File: config.mk
export PLATFORM = sky130hd
export DESIGN_NAME = sr_cmd_conditioner
export DESIGN_NICKNAME = d
export VERILOG_FILES = /design/src/rtl/sr_cmd_conditioner.sv
export SDC_FILE = /design/constraint.sdc
export NUM_CORES = 1
export LEC_CHECK = 0
export CORE_MARGIN = 2
export CORE_UTILIZATION = 61
export CTS_BUF_LIST = sky130_fd_sc_hd__clkbuf_8
export DETAILED_ROUTE_END_ITERATION = 6
export GPL_TIMING_DRIVEN = 0
export PLACE_DENSITY_LB_ADDON = 0.25
export SLEW_MARGIN = 25
export SYNTH_ARGS = -nofsm -noshare
export SYNTH_HDL_FRONTEND = slang
export SYNTH_SLANG_ARGS = --single-unit
File: constraint.sdc
create_clock -name clk -period 3.6 [get_ports clk]
set_input_delay 0.36 -clock clk [delete_from_list [all_inputs] [get_ports clk]]
set_output_delay 0.36 -clock clk [all_outputs]
set_load 0.05 [all_outputs]
File: src/rtl/sr_cmd_conditioner.sv
// sr_cmd_conditioner: conditions two raw, bouncing push-button requests (set, reset) into
// clean, registered, one-cycle, mutually exclusive S/R pulses for a downstream SR latch.
// Each channel is synchronised, debounced and rising-edge detected, then the two channels
// are arbitrated. A registered mirror of the expected latch state is kept alongside.
//
// Optional build macro SR_RESET_PRIORITY_EN: when defined, simultaneous accepted edges
// resolve reset-dominant (R pulses, mirror clears). When undefined both pulses are dropped.
// In both builds such a collision raises the one-cycle conflict flag.

module sr_cmd_conditioner #(
    parameter int unsigned SYNC_STAGES     = 2,
    parameter int unsigned DEBOUNCE_CYCLES = 16
) (
    input  logic clk,
    input  logic rst_n,
    input  logic set_raw,
    input  logic rst_raw,
    output logic S,
    output logic R,
    output logic q_mirror,
    output logic conflict
);

    localparam int unsigned CNT_W = $clog2(DEBOUNCE_CYCLES + 1);
    // Counter value on which a differing level is finally accepted.
    localparam logic [CNT_W-1:0] CntMax = CNT_W'(DEBOUNCE_CYCLES - 1);

    // Channel indices into the per-channel vectors.
    localparam int unsigned ChSet = 0;
    localparam int unsigned ChRst = 1;

    logic [1:0]                  raw;
    logic [1:0][SYNC_STAGES-1:0] sync_q;
    logic [1:0][SYNC_STAGES-1:0] sync_d;
    logic [1:0]                  sync_last;

    logic [1:0]                  db_q;
    logic [1:0]                  db_d;
    logic [1:0]                  db_prev_q;
    logic [1:0][CNT_W-1:0]       cnt_q;
    logic [1:0][CNT_W-1:0]       cnt_d;

    logic [1:0]                  rise;

    logic                        s_q;
    logic                        s_d;
    logic                        r_q;
    logic                        r_d;
    logic                        q_mirror_q;
    logic                        q_mirror_d;
    logic                        conflict_q;
    logic                        conflict_d;

    assign raw = {rst_raw, set_raw};

    // Synchroniser shift chains; the oldest flop feeds the debouncer.
    always_comb begin
        for (int i = 0; i < 2; i++) begin
            sync_d[i]    = {sync_q[i][SYNC_STAGES-2:0], raw[i]};
            sync_last[i] = sync_q[i][SYNC_STAGES-1];
        end
    end

    // Debounce: accept a new level only after it has differed for DEBOUNCE_CYCLES cycles.
    // Any cycle of agreement restarts the count, so short glitches are discarded.
    always_comb begin
        for (int i = 0; i < 2; i++) begin
            db_d[i]  = db_q[i];
            cnt_d[i] = '0;
            if (sync_last[i] != db_q[i]) begin
                if (cnt_q[i] == CntMax) begin
                    db_d[i] = sync_last[i];
                end else begin
                    cnt_d[i] = cnt_q[i] + CNT_W'(1);
                end
            end
        end
    end

    // Rising edges of the debounced levels; releases produce nothing.
    assign rise = db_q & ~db_prev_q;

    // Arbitration: one-hot S/R pulses, collisions flagged and resolved without S&R.
    always_comb begin
        s_d        = 1'b0;
        r_d        = 1'b0;
        conflict_d = 1'b0;
        q_mirror_d = q_mirror_q;
        unique case ({rise[ChRst], rise[ChSet]})
            2'b01: begin
                s_d        = 1'b1;
                q_mirror_d = 1'b1;
            end
            2'b10: begin
                r_d        = 1'b1;
                q_mirror_d = 1'b0;
            end
            2'b11: begin
                conflict_d = 1'b1;
`ifdef SR_RESET_PRIORITY_EN
                r_d        = 1'b1;
                q_mirror_d = 1'b0;
`endif
            end
            default: begin
            end
        endcase
    end

    // State registers; reset clears the whole pipeline so pending presses are forgotten.
    always_ff @(posedge clk or negedge rst_n) begin
        if (!rst_n) begin
            sync_q     <= '0;
            db_q       <= '0;
            db_prev_q  <= '0;
            cnt_q      <= '0;
            s_q        <= 1'b0;
            r_q        <= 1'b0;
            q_mirror_q <= 1'b0;
            conflict_q <= 1'b0;
        end else begin
            sync_q     <= sync_d;
            db_q       <= db_d;
            db_prev_q  <= db_q;
            cnt_q      <= cnt_d;
            s_q        <= s_d;
            r_q        <= r_d;
            q_mirror_q <= q_mirror_d;
            conflict_q <= conflict_d;
        end
    end

    assign S        = s_q;
    assign R        = r_q;
    assign q_mirror = q_mirror_q;
    assign conflict = conflict_q;

    // The latch must never see the forbidden S=R=1 combination.
    assert property (@(posedge clk) disable iff (!rst_n) !(s_q && r_q));

endmodule

==> results.cfg, run 1 <==
[sta]
skew_ns = 0.00136
min_period_over_period_pct = 49.3
slew_headroom_pct = 66.7
slew_violations = 0
worstMarginPinSlew_ns = 0.498
timing.final.ws_setup_ns = 1.83
setup_tns_ns = 0
hold_viol = 0
setup_violations = 0
min_period_ns = 1.77
fmax_mhz = 564
rsz0062_at_grt = no

[setup_path]
max_stage_delay_ns = 0.80
critPathLaunchType = flip-flop
path_class = reg -> out
endpoint_kind = output port
slowest_stage = clkdlybuf4s50_1
critPathTopFamily = buffers and inverters
arrival_ns = 1.41
crit_chain = clkdlybuf4s50_1
worst-path-buf-inv = 1
cp_data_required_time_ns = 3.24
critPathMaxFanout = 2

[cells_and_area]
final_util_pct = 75.1
fin_nets = 82
antenna_cells = 0
final_common_cell = dfrtp_1
drive_above_1_share_pct = 12.5
area_growth_syn_to_layout_pct = 16.8
instances_no_fill = 87
fillers = 85
final_cell_mix = dfrtp_1, nor2_1, xor2_1, clkdlybuf4s50_1, ha_1

[routing]
wire_per_inst_um = 12.6
num_vias = 447
ant_nets = 0
drc = 0
wl_mm = 1.09
avgViaCountPerCell = 5.14
dr.pass1.iters = 1
first_iter_violations = 0

[clocking]
clock_sinks = 22
insertion_delay_ns = 0.26
h-tree-depth = 1
cts-root-buf = clkbuf_8
cts_tree = built
cts_setup_buffers = 0
clk_path_buf_depth = 2
clkTransAtPathRegs_ns = 0.07
cts_hold_repair.buffers = 0
cts_buffers = 3
cts_resized = 0

[placed_design]
place_inst = 83
io_buffer_count = 7
post-place-ws_ns = 2.09
place_hpwl_um = 742
place.gp.congestion = 0.603

[logic_synthesis]
synthesis.nets = 70
yosysWarnings = 0
synth-seq-cells = 22
synth_cell_type_count = 17
synth_top_cell_by_area = dfrtp_1
synth_area_um2 = 826
synthTopCellsByArea = dfrtp_1, ha_1, xor2_1
yosysTopAreaCellShare_pct = 66.7
avgSynthCellArea_um2 = 13.5
syn_inst = 61
ys_seq_area_share_pct = 66.7

[power]
p_leak_nw = 0.510
power_density_nw_per_um2 = 470
p_total_uw = 453
worst_ir_drop_vdd_mv = 0.341

[global_routing]
gr-usage-met3_pct = 4.89
grt-ovfl-total = 0
use_met1_pct = 18.6
grt.busiest_layer = met2
use_met2_pct = 27.7
antenna_found_initial = 0
grt_pass1_wl_mm = 1.73
grt_pass1_vias = 428
track_usage_pct = 17.4
grt_max_degree = 23

[run]
cap_viol_max_count = 0

[floorplan]
initial_utilization_pct = 64.3
num_io_pins = 8
core_area_um2 = 1280
die_w_um = 40.8
dieArea_um2 = 1660
row_count = 13
die_h_um = 40.8

[min_path]
min_path_type = in -> async

[status]
outcome = finished, final reports clean
==> worst paths after layout <==
path	start	end	slack, ns	depth (start not counted)
setup / recovery	q_mirror	q_mirror	1.83	1
hold / removal	rst_n	R	0.05	1
setup reg to reg	cnt_q[5]	db_q[1]	2.32	4
hold reg to reg	sync_d[3]	sync_last[1]	0.35	0
max in group asynchronous	rst_n	cnt_q[9]	3.24	1
min in group clk	sync_d[3]	sync_last[1]	0.35	0
==> cells in the mapped netlist <==
cell type	count
and2_1	2
and3_1	2
dfrtp_1	22
ha_1	5
inv_1	4
mux2_1	2
nand2_1	1
nand2b_1	1
nand3_1	2
nand3_2	2
nor2_1	7
nor2_2	1
nor2b_1	1
o21ai_0	1
o21ai_1	1
o21ai_2	1
xor2_1	6
==> sequential cells by signal (all words and copies together) (netlist names) <==
register,cells
cnt_q,10
db_prev_q,2
db_q,2
sync_d,2
sync_last,2
R,1
S,1
conflict,1
q_mirror,1
==> through the flow <==
step,instance area [um2],hold slack [ns]
2_1_floorplan,826,0.0644
3_3_place_gp,915,0.335
3_5_place_dp,915,0.336
4_1_cts,970,0.355
5_1_grt,965,0.0867
6_report,965,0.0451
==> power by group <==
group / switching, mW / internal, mW
combinational: 0.0142 / 0.00918
sequential: 0.00578 / 0.255
clock: 0.0717 / 0.0973
==> area by class of cell <==
| type | count | area, um2 | area share, % |
|---|---|---|---|
| Sequential cell | 22 | 551 | 57.1 |
| Multi-Input combinational cell | 35 | 260 | 27.0 |
| Timing Repair Buffer | 7 | 65.1 | 6.74 |
| Clock buffer | 4 | 55.1 | 5.71 |
| Tap cell | 15 | 18.8 | 1.95 |
| Inverter | 4 | 15.0 | 1.56 |
==> layer usage <==
layer | up-vias | part of all wire [%] | routed length, um
met5 | - | 0 | 0
met2 | 10 | 50 | 548
met3 | 5 | 4.7 | 51
met1 | 215 | 43 | 467
met4 | 0 | 2.3 | 25
li1 | 217 | - | -
==> cells by family (layout without fill, tap and decap cells) <==
kind of cell	after synthesis	in the layout	share of synthesized area [%]
DFF	22	22	66.7
buffers and inverters	4	15	1.82
xor gates and xnor gates	6	6	6.36
adders and majority gates	5	5	7.58
and+or+nand+nor	19	19	12.6
muxes	2	2	2.73
AOI/OAI and AO/OA	3	3	2.27
(Power assumes the default switching activity.)
==> run 2: changes to the inputs <==
CORE_UTILIZATION = 51   (was 61)
clock period = 1.6 ns   (was 3.6 ns; I/O delays follow)
==> run 2 against run 1 <==
Compared with the run above: register-to-register slack worse by 2.0 ns; non-clock buffer count rose by 1; global-route usage down 4.8 points; clock power is 91% higher; flip-flop and latch count stayed put; first-iteration DRC count grew 2; routed wire length shrank 13%; largest cell class unchanged.
==> results.cfg, run 2 (synthesized netlist as in run 1, its figures left out) <==
[status]
outcome = finished, final reports clean

[power]
swShare_pct = 20.6
p_leak_nw = 0.507
pwr-share-seq_pct = 61.0
power.switching_uw = 198
worst_ir_drop_vdd_mv = 0.472
power_density_nw_per_um2 = 1000
internal-power_uw = 764
pwr-share-clk_pct = 33.6
p_comb_share_pct = 5.4

[routing]
dr.pass1.iters = 3
ant_nets = 0
first_iter_violations = 2
drc = 0
wl_um = 946
avgViaCountPerCell = 4.81
num_vias = 423
wire_per_inst_um = 10.8

[sta]
min_period_ns = 1.55
min_period_over_period_pct = 97.1
slew_violations = 0
slew_headroom_pct = 67.4
timing.final.ws_setup_ns = 0.0468
fmax_mhz = 644
worstMarginPinSlew_ns = 0.488
setup_tns_ns = 0
hold_viol = 0
whs_ns = 0.343
skew_ns = 0.00350
setup_violations = 0
rsz0062_at_grt = no

[placed_design]
io_buffer_count = 7
place_hpwl_um = 671
placed_area_um2 = 916
post-place-ws_ns = 0.247
place.gp.congestion = 0.736

[clocking]
insertion_delay_ns = 0.25
cts_tree = built
cts_buffers = 3
h-tree-depth = 1
clk_path_buf_depth = 2
cts-root-buf = clkbuf_8
cts_resized = 0
clkTransAtPathRegs_ns = 0.07
clock_sinks = 22

[run]
cap_viol_max_count = 0

[global_routing]
gr-usage-met3_pct = 3.67
grt.busiest_layer = met2
grt_pass1_wl_mm = 1.64
use_met2_pct = 18.2
track_usage_pct = 12.6
antenna_found_initial = 0
grt_max_degree = 23
grt_pass1_vias = 414
use_met1_pct = 14.5
grt-ovfl-total = 0

[cells_and_area]
area_growth_syn_to_layout_pct = 16.5
antenna_cells = 0
final_cell_mix = dfrtp_1, nor2_1, xor2_1, clkdlybuf4s50_1, ha_1
top_register = cnt_q
largest_register_ffs = 10
fin_nets = 83
drive_above_1_share_pct = 11.1
design_area_um2 = 962
final_common_cell = dfrtp_1

[setup_path]
cp_data_required_time_ns = 1.44
rr_endpoint = db_q[0]
arrival_ns = 1.39
critPathLaunchType = flip-flop
worst-path-buf-inv = 1
r2r-start = cnt_q[0]
crit_start = q_mirror
path_class = reg -> out
endpoint_kind = output port
r2r_slack_ns = 0.36
max_stage_delay_ns = 0.80
r2r_cells = 4
slowest_stage = clkdlybuf4s50_1
critPathTopFamily = buffers and inverters
critPathMaxFanout = 2
crit_chain = clkdlybuf4s50_1

[min_path]
whs_path_depth = 1
hp-start = rst_raw
min_path_type = in -> reg
worstHoldEndpoint = sync_d[3]

[floorplan]
initial_utilization_pct = 54.8
row_count = 14
num_io_pins = 8
die_w_um = 44.2
die_h_um = 44.2
dieArea_um2 = 1960
core_area_um2 = 1510
run 2: changes by cell type in the layout (fill, tap and decap cells not counted), sizes merged:
cell,change
dlygate4sd3,+1
clkbuf,-1
run 2: power groups by stage:
stage          Combinational (mW)  Clock, mW  Sequential, mW
2_1_floorplan              0.0249          0           0.600
3_3_place_gp               0.0527          0           0.597
3_5_place_dp               0.0532          0           0.598
4_1_cts                    0.0537      0.332           0.587
5_1_grt                    0.0617      0.353           0.588
6_report                   0.0523      0.323           0.587
run 2: stage by stage:
step | cells | power (mW) | util (%)
after floorplan | 61 | 0.625 | -
after global placement | 84 | 0.649 | 60.8
after detailed placement | 84 | 0.651 | 60.8
after CTS | 87 | 0.972 | 63.5
after global routing | 88 | 1.00 | 63.9
final | 88 | 0.962 | 63.9
run 2: area by class of cell:
type / count / area [um2]
fill: 125 / 544
clock buffer: 3 / 41.3
sequential: 22 / 551
inverter: 4 / 15.0
multi-input combinational: 35 / 260
timing repair buffer: 8 / 75.1
tap: 16 / 20.0
run 2: worst max path at each step:
stage,depth (start not counted),end
after floorplan,4,db_q[1]
after global placement,1,cnt_q[9]
after detailed placement,1,cnt_q[9]
after CTS,1,q_mirror
after global routing,1,q_mirror
final,1,q_mirror
run 2: worst register-to-register path: stages (launching register included):
cell     delay, ns
dfrtp_1       0.37
ha_1          0.20
nand3_2       0.10
nor2_1        0.11
mux2_1        0.33
run 2: metal layers:
metal / up-vias / part of all wire (%)
met4: 0 / 1.6
li1: 216 / -
met3: 2 / 3.8
met2: 8 / 46
met5: - / 0
met1: 197 / 49
run 2: timing repair:
action	4_1_cts	5_1_grt
setup buffers	0	0
hold buffers	0	1
hold endpoints to repair	0	22
